[src/rtl/cache_port_arbiter.sv]
// Purpose: shares one write-through data cache between instruction fetch (port 0) and load/store (port 1).
// Latency: a hit acks 2 cycles after the request; a miss or write acks the cycle after Stall is first seen low.
// Backpressure: requests are levels held until ack; Stall holds the owner on the cache, the other port waits.
// Ports: pN_rd/pN_wr/pN_addr/pN_wdata are requests in; pN_ack/pN_rdata are responses out.
//        MemRead/MemWrite/WordAddress/DataIn go to the cache; DataOut/Stall come from it.
//        hit_cnt/stall_cnt are saturating counts of completed transactions without/with Stall.
module cache_port_arbiter #(
  parameter int ADDR_W = 10,
  parameter int DATA_W = 32,
  parameter int CNT_W  = 16
) (
  input  logic              clk,
  input  logic              rst_n,
  input  logic              p0_rd,
  input  logic              p0_wr,
  input  logic [ADDR_W-1:0] p0_addr,
  input  logic [DATA_W-1:0] p0_wdata,
  input  logic              p1_rd,
  input  logic              p1_wr,
  input  logic [ADDR_W-1:0] p1_addr,
  input  logic [DATA_W-1:0] p1_wdata,
  output logic              p0_ack,
  output logic [DATA_W-1:0] p0_rdata,
  output logic              p1_ack,
  output logic [DATA_W-1:0] p1_rdata,
  output logic              MemRead,
  output logic              MemWrite,
  output logic [ADDR_W-1:0] WordAddress,
  output logic [DATA_W-1:0] DataIn,
  input  logic [DATA_W-1:0] DataOut,
  input  logic              Stall,
  output logic [CNT_W-1:0]  hit_cnt,
  output logic [CNT_W-1:0]  stall_cnt
);

  typedef enum logic [1:0] {IDLE, ISSUE, WAIT, RESP} state_t;

  state_t            r_state;
  logic              r_owner;
  logic              r_last;
  logic              r_is_wr;
  logic              r_mem_read;
  logic              r_mem_write;
  logic              r_ack0;
  logic              r_ack1;
  logic [ADDR_W-1:0] r_addr;
  logic [DATA_W-1:0] r_wdata;
  logic [DATA_W-1:0] r_rdata0;
  logic [DATA_W-1:0] r_rdata1;
  logic [CNT_W-1:0]  r_hit;
  logic [CNT_W-1:0]  r_stall;

  logic              w_req0;
  logic              w_req1;
  logic              w_grant;
  logic              w_g_wr;
  logic [ADDR_W-1:0] w_g_addr;
  logic [DATA_W-1:0] w_g_wdata;

  assign w_req0 = p0_rd | p0_wr;
  assign w_req1 = p1_rd | p1_wr;
  // Under contention the port not served last wins; otherwise the lone requester.
  assign w_grant   = (w_req0 && w_req1) ? ~r_last : w_req1;
  // Write wins over read when a port raises both.
  assign w_g_wr    = w_grant ? p1_wr    : p0_wr;
  assign w_g_addr  = w_grant ? p1_addr  : p0_addr;
  assign w_g_wdata = w_grant ? p1_wdata : p0_wdata;

  always_ff @(posedge clk or negedge rst_n) begin
    if (!rst_n) begin
      r_state     <= IDLE;
      r_owner     <= 1'b0;
      r_last      <= 1'b1;
      r_is_wr     <= 1'b0;
      r_mem_read  <= 1'b0;
      r_mem_write <= 1'b0;
      r_ack0      <= 1'b0;
      r_ack1      <= 1'b0;
      r_addr      <= '0;
      r_wdata     <= '0;
      r_rdata0    <= '0;
      r_rdata1    <= '0;
      r_hit       <= '0;
      r_stall     <= '0;
    end else begin
      r_ack0 <= 1'b0;
      r_ack1 <= 1'b0;
      case (r_state)
        IDLE: begin
          if (w_req0 || w_req1) begin
            // Request is latched here; requester inputs are not looked at again.
            r_owner     <= w_grant;
            r_is_wr     <= w_g_wr;
            r_mem_write <= w_g_wr;
            r_mem_read  <= ~w_g_wr;
            r_addr      <= w_g_addr;
            r_wdata     <= w_g_wdata;
            r_state     <= ISSUE;
          end
        end
        ISSUE, WAIT: begin
          if (!Stall) begin
            r_mem_read  <= 1'b0;
            r_mem_write <= 1'b0;
            if (!r_is_wr) begin
              if (r_owner) r_rdata1 <= DataOut;
              else         r_rdata0 <= DataOut;
            end
            // Completion straight out of ISSUE never saw Stall, so it is a hit.
            if (r_state == ISSUE) begin
              if (r_hit != '1) r_hit <= r_hit + 1'b1;
            end else begin
              if (r_stall != '1) r_stall <= r_stall + 1'b1;
            end
            r_ack0  <= ~r_owner;
            r_ack1  <= r_owner;
            r_state <= RESP;
          end else begin
            r_state <= WAIT;
          end
        end
        RESP: begin
          // Strobes stay low this cycle so the cache sees a fresh request edge next time.
          r_last  <= r_owner;
          r_state <= IDLE;
        end
        default: r_state <= IDLE;
      endcase
    end
  end

  assign MemRead     = r_mem_read;
  assign MemWrite    = r_mem_write;
  assign WordAddress = r_addr;
  assign DataIn      = r_wdata;
  assign p0_ack      = r_ack0;
  assign p1_ack      = r_ack1;
  assign p0_rdata    = r_rdata0;
  assign p1_rdata    = r_rdata1;
  assign hit_cnt     = r_hit;
  assign stall_cnt   = r_stall;

endmodule
[config.mk]
export PLATFORM = sky130hd
export DESIGN_NAME = cache_port_arbiter
export DESIGN_NICKNAME = d
export VERILOG_FILES = /design/src/rtl/cache_port_arbiter.sv
export SDC_FILE = /design/constraint.sdc
export NUM_CORES = 1
export LEC_CHECK = 0
export CORE_UTILIZATION = 30
export DETAILED_ROUTE_END_ITERATION = 16
export MAX_ROUTING_LAYER = met4
export PLACE_DENSITY = 0.69
export SETUP_SLACK_MARGIN = 0.3
export SLEW_MARGIN = 10
export SYNTH_ARGS = -nofsm -noshare
export SYNTH_HDL_FRONTEND = slang
export SYNTH_SLANG_ARGS = --single-unit
[constraint.sdc]
create_clock -name clk -period 4.8 [get_ports clk]
set_input_delay 0.96 -clock clk [delete_from_list [all_inputs] [get_ports clk]]
set_output_delay 0.96 -clock clk [all_outputs]
set_load 0.01 [all_outputs]
==> impl_metrics.prom, run 1 <==
# TYPE chip_impl_metric gauge
chip_impl_metric{name="peakVddDrop",unit="mV"} 0.214
chip_impl_metric{name="remaining_drc_errors",unit=""} 0
chip_impl_metric{name="post_layout_nonfiller_instances",unit=""} 1046
chip_impl_metric{name="post_cts_resized",unit=""} 0
chip_impl_metric{name="complex_gate_fraction_of_the_synthesized_area",unit="%"} 5.20
chip_impl_metric{name="syn-num-nets",unit=""} 623
chip_impl_info{name="crit_type",value="in2reg"} 1
chip_impl_metric{name="worst_slew_pin_slew",unit="ns"} 0.872
chip_impl_info{name="synth_flop_cell",value="dfrtp_1"} 1
chip_impl_metric{name="pin_count",unit=""} 265
chip_impl_metric{name="insertion_delay",unit="ns"} 0.42
chip_impl_metric{name="grt_first_pass_wirelength",unit="mm"} 25.7
chip_impl_metric{name="clock_sinks",unit=""} 147
chip_impl_metric{name="detailedRoute.firstPassIterationCount",unit=""} 4
chip_impl_metric{name="dpl_cell_area",unit="um^2"} 9170
chip_impl_info{name="worstPathCellList",value="clkdlybuf4s50_1 -> nor4_1 -> nand2b_2 -> buf_4 -> o21ai_0"} 1
chip_impl_info{name="tritoncts",value="yes"} 1
chip_impl_metric{name="max_cap_violations",unit=""} 0
chip_impl_metric{name="leakage",unit="nW"} 4.17
chip_impl_metric{name="netlist-cell-type-count",unit=""} 40
chip_impl_metric{name="route.vias.total",unit=""} 4649
chip_impl_metric{name="post_drt_via_cell_ratio",unit=""} 4.44
chip_impl_metric{name="final_worst_path_period_share",unit="%"} 63.5
chip_impl_metric{name="mappedNetlistArea",unit="um^2"} 6230
chip_impl_metric{name="tns",unit="ns"} 0
chip_impl_info{name="hold_path.class",value="reg2reg"} 1
chip_impl_metric{name="yosysSeqAreaShare",unit="%"} 59.0
chip_impl_metric{name="area_growth",unit="%"} 56.2
chip_impl_metric{name="finish.net_count",unit=""} 891
chip_impl_metric{name="dieHeight",unit="um"} 146
chip_impl_metric{name="nFillCells",unit=""} 1872
chip_impl_metric{name="cts-hold-fix-buffers",unit=""} 0
chip_impl_metric{name="grt_max_degree",unit=""} 94
chip_impl_info{name="sort_of_element_at_the_start_of_the_critical_path",value="primary input"} 1
chip_impl_metric{name="layout.area.seq",unit="um^2"} 3680
chip_impl_metric{name="initial_core_util",unit="%"} 30.7
chip_impl_metric{name="avgRoutedWirePerCell",unit="um"} 14.8
chip_impl_metric{name="pwr_density_cell",unit="nW/um^2"} 601
chip_impl_metric{name="cts.repair_timing.setup_buffer_count",unit=""} 0
chip_impl_metric{name="first_global_vias",unit=""} 4728
chip_impl_info{name="final_common_cell",value="clkdlybuf4s50_1"} 1
chip_impl_metric{name="hold_viol",unit=""} 0
chip_impl_info{name="layout_common_cells",value="263 x clkdlybuf4s50_1, 146 x dfrtp_1, 64 x nand2_1"} 1
chip_impl_metric{name="clock_tree.htree_level_count",unit=""} 4
chip_impl_metric{name="worstPathRequired",unit="ns"} 5.08
chip_impl_metric{name="dp_hpwl",unit="mm"} 11.2
chip_impl_metric{name="cpPeakStageDelay",unit="ns"} 0.74
chip_impl_metric{name="floorplan.core_area",unit="um^2"} 20300
chip_impl_metric{name="critical_path_arrival",unit="ns"} 3.33
chip_impl_metric{name="worst_clock_skew",unit="ns"} 0.0133
chip_impl_metric{name="synth-adder-area-share",unit="%"} 1.00
chip_impl_metric{name="gpl.final_weighted_congestion",unit=""} 0.738
chip_impl_metric{name="netlist_instances",unit=""} 495
chip_impl_metric{name="fin_total_pwr",unit="mW"} 5.86
chip_impl_metric{name="synth-edff-count",unit=""} 0
chip_impl_metric{name="yosys.area_share.simple",unit="%"} 9.41
chip_impl_metric{name="die_width",unit="um"} 146
chip_impl_metric{name="ff2ff_setup_slack",unit="ns"} 2.45
chip_impl_metric{name="layout_min_cycle_time",unit="ns"} 3.05
chip_impl_metric{name="async_reset_ff_share",unit="%"} 100
chip_impl_metric{name="report.final.slew_viol_count",unit=""} 0
chip_impl_metric{name="synth_warnings",unit=""} 0
chip_impl_metric{name="drt.antenna.violating_nets",unit=""} 0
chip_impl_metric{name="drt-initial-drc-count",unit=""} 153
chip_impl_info{name="dominant_combinational_cell_family_by_area_after_synthesis",value="multiplexers"} 1
chip_impl_info{name="setup_repair_after_global_routing_missed_its_margin",value="false"} 1
chip_impl_info{name="run_status",value="finished, final reports clean"} 1
chip_impl_metric{name="grt_overflow",unit=""} 0
chip_impl_metric{name="timing.max_slew.rel_slack",unit="%"} 41.8
chip_impl_metric{name="synthXorXnorAreaFrac",unit="%"} 4.07
chip_impl_metric{name="antennaDiodeCount",unit=""} 0
chip_impl_metric{name="track_usage",unit="%"} 15.9
chip_impl_metric{name="clock.fmax",unit="MHz"} 328
chip_impl_metric{name="cp_max_fo",unit=""} 47
chip_impl_metric{name="final_area",unit="um^2"} 9740
chip_impl_metric{name="clk_transition_reported_paths",unit="ns"} 0.06
chip_impl_metric{name="synth_seq_cells",unit=""} 147
chip_impl_metric{name="multiInputGateArea",unit="um^2"} 2430
chip_impl_metric{name="setup_viol",unit=""} 0
chip_impl_metric{name="muxShareOfSynthArea",unit="%"} 18.9
chip_impl_metric{name="floorplan.rows",unit=""} 52
chip_impl_metric{name="dieArea",unit="um^2"} 21400
chip_impl_metric{name="post_synthesis_area_per_instance",unit="um^2"} 12.6
chip_impl_info{name="worst_path_max_delay_cell",value="nand2b_2"} 1
chip_impl_metric{name="routed_wirelength",unit="mm"} 15.5
chip_impl_metric{name="antenna_found_initial",unit=""} 0
chip_impl_metric{name="numPlacedInstances",unit=""} 1014
chip_impl_metric{name="tritoncts_buffers",unit=""} 17
chip_impl_metric{name="drive_above_1_share",unit="%"} 14.3
chip_impl_metric{name="max-clock-path-buffers",unit=""} 2
chip_impl_info{name="cts-root-buf",value="clkbuf_16"} 1
chip_impl_info{name="critical_path.endpoint_type",value="flop"} 1
chip_impl_metric{name="io_port_bufs",unit=""} 264
registers in the layout (all words and copies together), names as in the netlist, 2 cells and up:
| register | cells |
|---|---|
| DataIn | 32 |
| p0_rdata | 32 |
| p1_rdata | 32 |
| hit_cnt | 16 |
| stall_cnt | 16 |
| WordAddress | 10 |
| r_state | 2 |
cell usage after synthesis (2+ instances only):
library cell,instances,share of area (%)
a21oi_1,2,0.16
and3_1,7,0.70
and4_1,2,0.28
buf_2,13,1.0
buf_4,5,0.60
clkbuf_1,3,0.18
dfrtp_1,146,59
ha_1,5,1.0
inv_1,6,0.36
mux2_1,4,0.72
mux2_2,62,11
mux2i_1,42,6.7
nand2_1,64,3.9
nand2b_1,5,0.50
nand3_1,9,0.72
nand4_1,11,1.1
nand4_2,2,0.40
nor2_1,9,0.54
nor3_2,2,0.32
o21ai_0,49,3.9
xnor2_1,24,3.4
xor2_1,5,0.70
layout make-up:
class | instances | share of cell area [%]
timing repair buffer | 271 | 27.7
inverter | 6 | 0.231
tap | 270 | 3.47
sequential | 147 | 37.8
multi-input combinational | 320 | 25.0
clock inverter | 12 | 1.36
clock buffer | 20 | 4.48
critical path: cells and delay by family:
family                 cells  cell delay [ns]
buffers and inverters      2             0.88
AND/OR/NAND/NOR            2             1.34
AO/OA/AOI/OAI              1             0.13
power by group:
group | switching (mW) | internal, mW | total (mW)
registers | 0.304 | 1.77 | 2.07
clock network | 0.522 | 0.766 | 1.29
logic | 1.05 | 1.45 | 2.49
total | 1.87 | 3.98 | 5.86
layer usage:
metal	GRT usage [%]	vias up	part of all wire, %
met2	25.2	174	48
met1	19.4	2190	44
met4	5.68	0	1.6
li1	-	2267	-
met5	-	-	0
met3	4.34	18	5.9
worst paths after layout:
path	startpoint	endpoint	cells past startpoint
setup / recovery	p1_rd	WordAddress[2]	5
hold / removal	DataIn[4]	DataIn[4]	2
setup reg to reg	r_state[0]	stall_cnt[1]	6
hold reg to reg	DataIn[4]	DataIn[4]	2
max in group asynchronous	rst_n	DataIn[26]	2
min in group asynchronous	rst_n	hit_cnt[14]	1
kinds of logic after synthesis:
family,Yosys count
mux,109
flops,147
fa+ha+maj,5
xor+xnor,29
compound gates,59
buf+inv,28
simple gates,118
metrics by stage:
stage	setup WS, ns	hold slack (ns)	util [%]
2_1_floorplan	2.70	0.481	-
3_3_place_gp	1.41	0.461	45.2
3_5_place_dp	1.33	0.470	45.2
4_1_cts	1.80	0.484	48.0
5_1_grt	1.60	0.500	48.0
6_report	1.75	0.477	48.0
Note: power is estimated with default switching activity, not from simulation.
==> run 2: changes to the inputs <==
--- a/config.mk
+++ b/config.mk
@@ -8,7 +8,7 @@
 export CORE_UTILIZATION = 30
 export DETAILED_ROUTE_END_ITERATION = 16
 export MAX_ROUTING_LAYER = met4
-export PLACE_DENSITY = 0.69
+export PLACE_DENSITY = 0.71
 export SETUP_SLACK_MARGIN = 0.3
 export SLEW_MARGIN = 10
 export SYNTH_ARGS = -nofsm -noshare
==> constraint.sdc (replaced) <==
create_clock -name clk -period 2.5 [get_ports clk]
set_input_delay 0.5 -clock clk [delete_from_list [all_inputs] [get_ports clk]]
set_output_delay 0.5 -clock clk [all_outputs]
set_load 0.01 [all_outputs]
==> impl_metrics.prom, run 2 (synthesized netlist as in run 1, its figures left out) <==
# TYPE chip_impl_metric gauge
chip_impl_metric{name="clock.fmax",unit="MHz"} 498
chip_impl_metric{name="dieHeight",unit="um"} 146
chip_impl_metric{name="worst_slew_pin_slew",unit="ns"} 0.553
chip_impl_metric{name="clock_tree.htree_level_count",unit=""} 4
chip_impl_metric{name="finish.net_count",unit=""} 898
chip_impl_metric{name="final_core_utilization",unit="%"} 48.5
chip_impl_metric{name="detailedRoute.firstPassIterationCount",unit=""} 4
chip_impl_info{name="final_common_cell",value="clkdlybuf4s50_1"} 1
chip_impl_metric{name="track_usage",unit="%"} 15.8
chip_impl_metric{name="avgRoutedWirePerCell",unit="um"} 14.8
chip_impl_metric{name="worstPathRequired",unit="ns"} 2.79
chip_impl_info{name="setup_repair_after_global_routing_missed_its_margin",value="false"} 1
chip_impl_info{name="crit_type",value="reg2reg"} 1
chip_impl_metric{name="fin_total_pwr",unit="mW"} 11.2
chip_impl_metric{name="floorplan.rows",unit=""} 52
chip_impl_metric{name="dieArea",unit="um^2"} 21400
chip_impl_metric{name="ff2ff_setup_slack",unit="ns"} 0.49
chip_impl_metric{name="use_met2",unit="%"} 25.6
chip_impl_metric{name="post_cts_resized",unit=""} 0
chip_impl_metric{name="route.vias.total",unit=""} 4717
chip_impl_metric{name="setup_viol",unit=""} 0
chip_impl_info{name="critical_path.endpoint_type",value="flop"} 1
chip_impl_metric{name="routed_wirelength",unit="mm"} 15.5
chip_impl_metric{name="drt.antenna.violating_nets",unit=""} 0
chip_impl_metric{name="tns",unit="ns"} 0
chip_impl_metric{name="floorplan.core_area",unit="um^2"} 20300
chip_impl_info{name="layout_common_cells",value="263 x clkdlybuf4s50_1, 146 x dfrtp_1, 64 x nand2_1"} 1
chip_impl_metric{name="grt_overflow",unit=""} 0
chip_impl_metric{name="grt_max_degree",unit=""} 47
chip_impl_metric{name="antennaDiodeCount",unit=""} 0
chip_impl_metric{name="final_worst_path_period_share",unit="%"} 80.4
chip_impl_metric{name="remaining_drc_errors",unit=""} 0
chip_impl_info{name="sort_of_element_at_the_start_of_the_critical_path",value="flop"} 1
chip_impl_metric{name="cpPeakStageDelay",unit="ns"} 0.41
chip_impl_metric{name="dp_hpwl",unit="mm"} 11.5
chip_impl_metric{name="report.final.slew_viol_count",unit=""} 0
chip_impl_metric{name="pin_count",unit=""} 265
chip_impl_info{name="tritoncts",value="yes"} 1
chip_impl_metric{name="antenna_found_initial",unit=""} 0
chip_impl_metric{name="leakage",unit="nW"} 4.22
chip_impl_metric{name="final_area",unit="um^2"} 9850
chip_impl_metric{name="drt-initial-drc-count",unit=""} 134
chip_impl_metric{name="timing.max_slew.rel_slack",unit="%"} 62.9
chip_impl_metric{name="area_growth",unit="%"} 58.0
chip_impl_metric{name="io_port_bufs",unit=""} 264
chip_impl_metric{name="critical_path_arrival",unit="ns"} 2.30
chip_impl_metric{name="cts-hold-fix-buffers",unit=""} 0
chip_impl_metric{name="cts.repair_timing.setup_buffer_count",unit=""} 0
chip_impl_metric{name="max_cap_violations",unit=""} 0
chip_impl_metric{name="dpl_cell_area",unit="um^2"} 9310
chip_impl_metric{name="die_width",unit="um"} 146
chip_impl_metric{name="first_global_vias",unit=""} 4842
chip_impl_metric{name="tritoncts_buffers",unit=""} 17
chip_impl_metric{name="grt_use_met3",unit="%"} 3.81
chip_impl_metric{name="post_drt_via_cell_ratio",unit=""} 4.49
chip_impl_metric{name="insertion_delay",unit="ns"} 0.41
chip_impl_info{name="cts-root-buf",value="clkbuf_16"} 1
chip_impl_metric{name="pwr_density_cell",unit="nW/um^2"} 1140
chip_impl_metric{name="clk_transition_reported_paths",unit="ns"} 0.06
chip_impl_metric{name="worst_clock_skew",unit="ns"} 0.00817
chip_impl_info{name="worst_path_max_delay_cell",value="ha_1"} 1
chip_impl_metric{name="clock_sinks",unit=""} 147
chip_impl_metric{name="layout_min_cycle_time",unit="ns"} 2.01
chip_impl_info{name="hold_path.class",value="in2async"} 1
chip_impl_metric{name="grt_use_met1",unit="%"} 18.9
chip_impl_metric{name="peakVddDrop",unit="mV"} 0.472
chip_impl_metric{name="drive_above_1_share",unit="%"} 15.0
chip_impl_metric{name="hold_viol",unit=""} 0
chip_impl_metric{name="max-clock-path-buffers",unit=""} 2
chip_impl_metric{name="grt_first_pass_wirelength",unit="mm"} 25.5
chip_impl_metric{name="nFillCells",unit=""} 1880
chip_impl_metric{name="cp_max_fo",unit=""} 32
chip_impl_metric{name="initial_core_util",unit="%"} 30.7
chip_impl_metric{name="gpl.final_weighted_congestion",unit=""} 0.733
chip_impl_info{name="grt-busiest-layer",value="met2"} 1
chip_impl_info{name="run_status",value="finished, final reports clean"} 1
chip_impl_info{name="worstPathCellList",value="inv_1 -> ha_1 -> nand2b_1 -> buf_4 -> nor3_4 -> buf_12 -> mux2_2"} 1
## run 2: cell count changes in the layout (fill, tap and decap cells not counted), sizes merged
cell / before / now
buf: 8 / 15
bufinv: 2 / 1
clkinv: 6 / 5
inv: 7 / 6
## run 2: worst paths after layout
kind | end | from | cells after the start
worst max-delay path | p1_rdata[17] | r_state[0] | 7
worst min-delay path | hit_cnt[8] | rst_n | 1
worst max register to register | p1_rdata[17] | r_state[0] | 7
worst min register to register | DataIn[10] | DataIn[10] | 2
max in group asynchronous | p1_rdata[26] | rst_n | 2
min in group clk | DataIn[10] | DataIn[10] | 2
## run 2: through the flow
stage	hold WS [ns]	cells	setup slack (ns)
3_5_place_dp	0.469	1021	0.259
2_1_floorplan	0.204	495	0.637
6_report	0.0200	1050	0.490
3_3_place_gp	0.460	1021	0.268
4_1_cts	0.0246	1050	0.477
5_1_grt	0.0360	1050	0.314
## run 2: area by class of cell
cell class	count	area [um^2]	share of cell area, %
Sequential cell	147	3680	37.4
Timing Repair Buffer	278	2840	28.8
Multi-Input combinational cell	320	2430	24.7
Clock buffer	20	457	4.64
Tap cell	270	338	3.43
Clock inverter	9	85.1	0.864
Inverter	6	22.5	0.229
## run 2: per-layer routing
metal	vias up	share of wire, %
li1	2274	-
met4	0	1.9
met3	22	5.5
met5	-	0
met2	187	49
met1	2234	44
## run 2: worst max-delay path: cells and delay by family (launching register included)
family / cells / cell delay [ns]
muxes: 1 / 0.37
DFF: 1 / 0.38
adders and majority gates: 1 / 0.41
buffers and inverters: 3 / 0.49
and+or+nand+nor: 2 / 0.25
## run 2: power by group
part / total [mW] / switching (mW) / internal (mW)
Sequential: 4.01 / 0.606 / 3.40
Clock: 2.35 / 0.948 / 1.40
Combinational: 4.89 / 2.00 / 2.89
==> run 3: changes to the inputs <==
--- a/config.mk
+++ b/config.mk
@@ -8,7 +8,7 @@
 export CORE_UTILIZATION = 30
 export DETAILED_ROUTE_END_ITERATION = 16
 export MAX_ROUTING_LAYER = met4
-export PLACE_DENSITY = 0.71
+export PLACE_DENSITY = 0.69
 export SETUP_SLACK_MARGIN = 0.3
 export SLEW_MARGIN = 10
 export SYNTH_ARGS = -nofsm -noshare
==> constraint.sdc (replaced) <==
create_clock -name clk -period 1.9 [get_ports clk]
set_input_delay 0.38 -clock clk [delete_from_list [all_inputs] [get_ports clk]]
set_output_delay 0.38 -clock clk [all_outputs]
set_load 0.01 [all_outputs]
==> impl_metrics.prom, run 3 (synthesized netlist as in run 1, its figures left out) <==
# TYPE chip_impl_metric gauge
chip_impl_info{name="run_status",value="finished, final reports clean"} 1
chip_impl_metric{name="final_worst_path_period_share",unit="%"} 94.1
chip_impl_metric{name="post_drt_via_cell_ratio",unit=""} 4.59
chip_impl_info{name="critical_path.reg2reg.startpoint",value="r_state[1]"} 1
chip_impl_metric{name="io_port_bufs",unit=""} 264
chip_impl_metric{name="dieArea",unit="um^2"} 21400
chip_impl_metric{name="max_cap_violations",unit=""} 0
chip_impl_metric{name="clock_tree.htree_level_count",unit=""} 4
chip_impl_info{name="worst_hold_startpoint",value="WordAddress[3]"} 1
chip_impl_metric{name="antenna_found_initial",unit=""} 0
chip_impl_info{name="final_common_cell",value="dfrtp_1"} 1
chip_impl_metric{name="worst_slew_pin_slew",unit="ns"} 0.509
chip_impl_metric{name="reg2regPathDepth",unit=""} 8
chip_impl_metric{name="crit_path_setup_slack_layout",unit="ns"} 0.112
chip_impl_info{name="layout_common_cells",value="139 x dfrtp_1, 133 x dlygate4sd2_1, 121 x clkdlybuf4s50_1"} 1
chip_impl_metric{name="clock_sinks",unit=""} 147
chip_impl_metric{name="remaining_drc_errors",unit=""} 0
chip_impl_metric{name="floorplan.rows",unit=""} 52
chip_impl_info{name="r2r-end",value="p1_rdata[3]"} 1
chip_impl_metric{name="worstHoldPathCells",unit=""} 2
chip_impl_metric{name="route.vias.total",unit=""} 5127
chip_impl_metric{name="first_global_vias",unit=""} 5402
chip_impl_metric{name="finish.net_count",unit=""} 963
chip_impl_info{name="cts-root-buf",value="clkbuf_16"} 1
chip_impl_metric{name="tritoncts_buffers",unit=""} 17
chip_impl_metric{name="grt_first_pass_wirelength",unit="mm"} 28.6
chip_impl_metric{name="clk_transition_reported_paths",unit="ns"} 0.06
chip_impl_metric{name="timing.max_slew.rel_slack",unit="%"} 66.0
chip_impl_metric{name="pwr_density_cell",unit="nW/um^2"} 1460
chip_impl_metric{name="hold_viol",unit=""} 0
chip_impl_metric{name="peakVddDrop",unit="mV"} 0.614
chip_impl_info{name="hold_worst_path_end",value="WordAddress[3]"} 1
chip_impl_metric{name="drt.antenna.violating_nets",unit=""} 0
chip_impl_metric{name="grt_overflow",unit=""} 0
chip_impl_metric{name="grt_max_degree",unit=""} 60
chip_impl_metric{name="layout.area.seq",unit="um^2"} 3690
chip_impl_metric{name="nFillCells",unit=""} 1736
chip_impl_metric{name="dp_hpwl",unit="mm"} 11.9
chip_impl_metric{name="critical_path_arrival",unit="ns"} 2.08
chip_impl_info{name="crit_type",value="reg2reg"} 1
chip_impl_metric{name="track_usage",unit="%"} 17.5
chip_impl_metric{name="worst_clock_skew",unit="ns"} 0.0111
chip_impl_metric{name="ff2ff_setup_slack",unit="ns"} 0.11
chip_impl_metric{name="area_growth",unit="%"} 74.7
chip_impl_metric{name="routed_wirelength",unit="mm"} 17.9
chip_impl_metric{name="leakage",unit="nW"} 5.29
chip_impl_metric{name="layout_min_cycle_time",unit="ns"} 1.79
chip_impl_metric{name="avgRoutedWirePerCell",unit="um"} 16.0
chip_impl_metric{name="insertion_delay",unit="ns"} 0.42
chip_impl_metric{name="floorplan.core_area",unit="um^2"} 20300
chip_impl_info{name="sort_of_element_at_the_start_of_the_critical_path",value="flop"} 1
chip_impl_metric{name="worstPathRequired",unit="ns"} 2.19
chip_impl_info{name="hold_path.class",value="reg2reg"} 1
chip_impl_metric{name="gpl.final_weighted_congestion",unit=""} 0.758
chip_impl_metric{name="drt-initial-drc-count",unit=""} 125
chip_impl_info{name="tritoncts",value="yes"} 1
chip_impl_metric{name="die_width",unit="um"} 146
chip_impl_metric{name="report.final.slew_viol_count",unit=""} 0
chip_impl_metric{name="multiInputGateArea",unit="um^2"} 2860
chip_impl_metric{name="post_layout_nonfiller_instances",unit=""} 1118
chip_impl_metric{name="initial_core_util",unit="%"} 30.7
chip_impl_metric{name="max-clock-path-buffers",unit=""} 2
chip_impl_metric{name="dieHeight",unit="um"} 146
chip_impl_metric{name="drive_above_1_share",unit="%"} 27.7
chip_impl_metric{name="clock.fmax",unit="MHz"} 559
chip_impl_metric{name="tns",unit="ns"} 0
chip_impl_info{name="critical_path.endpoint_type",value="flop"} 1
chip_impl_metric{name="setup_viol",unit=""} 0
chip_impl_metric{name="numPlacedInstances",unit=""} 1042
chip_impl_info{name="setup_repair_after_global_routing_missed_its_margin",value="true"} 1
chip_impl_metric{name="pin_count",unit=""} 265
chip_impl_metric{name="pre_cts_slack",unit="ns"} -0.116
chip_impl_metric{name="detailedRoute.firstPassIterationCount",unit=""} 4
chip_impl_metric{name="timing.hold.ws",unit="ns"} 0.470
chip_impl_metric{name="cp_max_fo",unit=""} 8
chip_impl_metric{name="antennaDiodeCount",unit=""} 0
==> run 3: changes by cell type in the layout (fill, tap and decap cells not counted), moves of 6 or more <==
cell	delta
clkdlybuf4s50_1	-142
nand2_1	-8
dlygate4sd2_1	+133
mux2_4	+51
mux2_2	-47
clkbuf_2	+6
buf_4	+42
dfrtp_2	+7
dfrtp_1	-7
buf_6	+8
==> run 3: worst max-delay path: stages (launching register included) <==
cell and delay (ns):
dfrtp_1 0.36, inv_2 0.07, ha_4 0.29, nand2b_4 0.10, nor3_4 0.16, buf_12 0.16, buf_12 0.10, buf_16 0.13
mux2_4 0.30
==> run 3: area by class of cell <==
cell class,instances,area share [%]
Sequential cell,147,33.9
Timing Repair Buffer,343,31.1
Multi-Input combinational cell,320,26.3
Clock buffer,19,4.07
Tap cell,270,3.10
Clock inverter,13,1.38
Inverter,6,0.207
==> run 3: power by group <==
part           internal, mW  total (mW)  leakage (nW)  switching (mW)
clock network          2.00        3.39         0.290            1.39
registers              4.48        5.26          1.82           0.783
logic                  4.15        7.30          3.19            3.16
total                  10.6        16.0          5.29            5.33
==> run 3: metal layers <==
metal | GRT usage (%) | up-vias | share of wire, %
li1 | - | 2414 | -
met1 | 21.0 | 2501 | 43
met2 | 29.2 | 199 | 50
met3 | 4.88 | 13 | 6.1
met4 | 3.96 | 0 | 0.95
met5 | - | - | 0
==> run 3: timing repair <==
action	4_1_cts	5_1_grt
buffers inserted	28	7
gates cloned	5	3
pin swaps	22	19
resized for setup	176	40
endpoints found under the setup margin	234	137
hold endpoints to repair	41	0
hold buffers	1	0
==> run 3: worst max-delay path by stage <==
stage	from	to	cells past startpoint
after floorplan	r_state[0]	p0_rdata[1]	6
after global placement	Stall	stall_cnt[4]	7
after detailed placement	Stall	hit_cnt[4]	7
after CTS	hit_cnt[2]	hit_cnt[2]	1
after global routing	r_state[0]	p0_rdata[11]	8
final	r_state[1]	p1_rdata[3]	8
==> run 3: through the flow <==
step,area (um^2),utilization [%],power (mW)
after CTS,10600,52.4,15.8
final,10900,53.6,16.0
after detailed placement,9720,47.9,12.6
after global placement,9720,47.9,12.5
after floorplan,6530,-,8.84
after global routing,10900,53.6,16.9
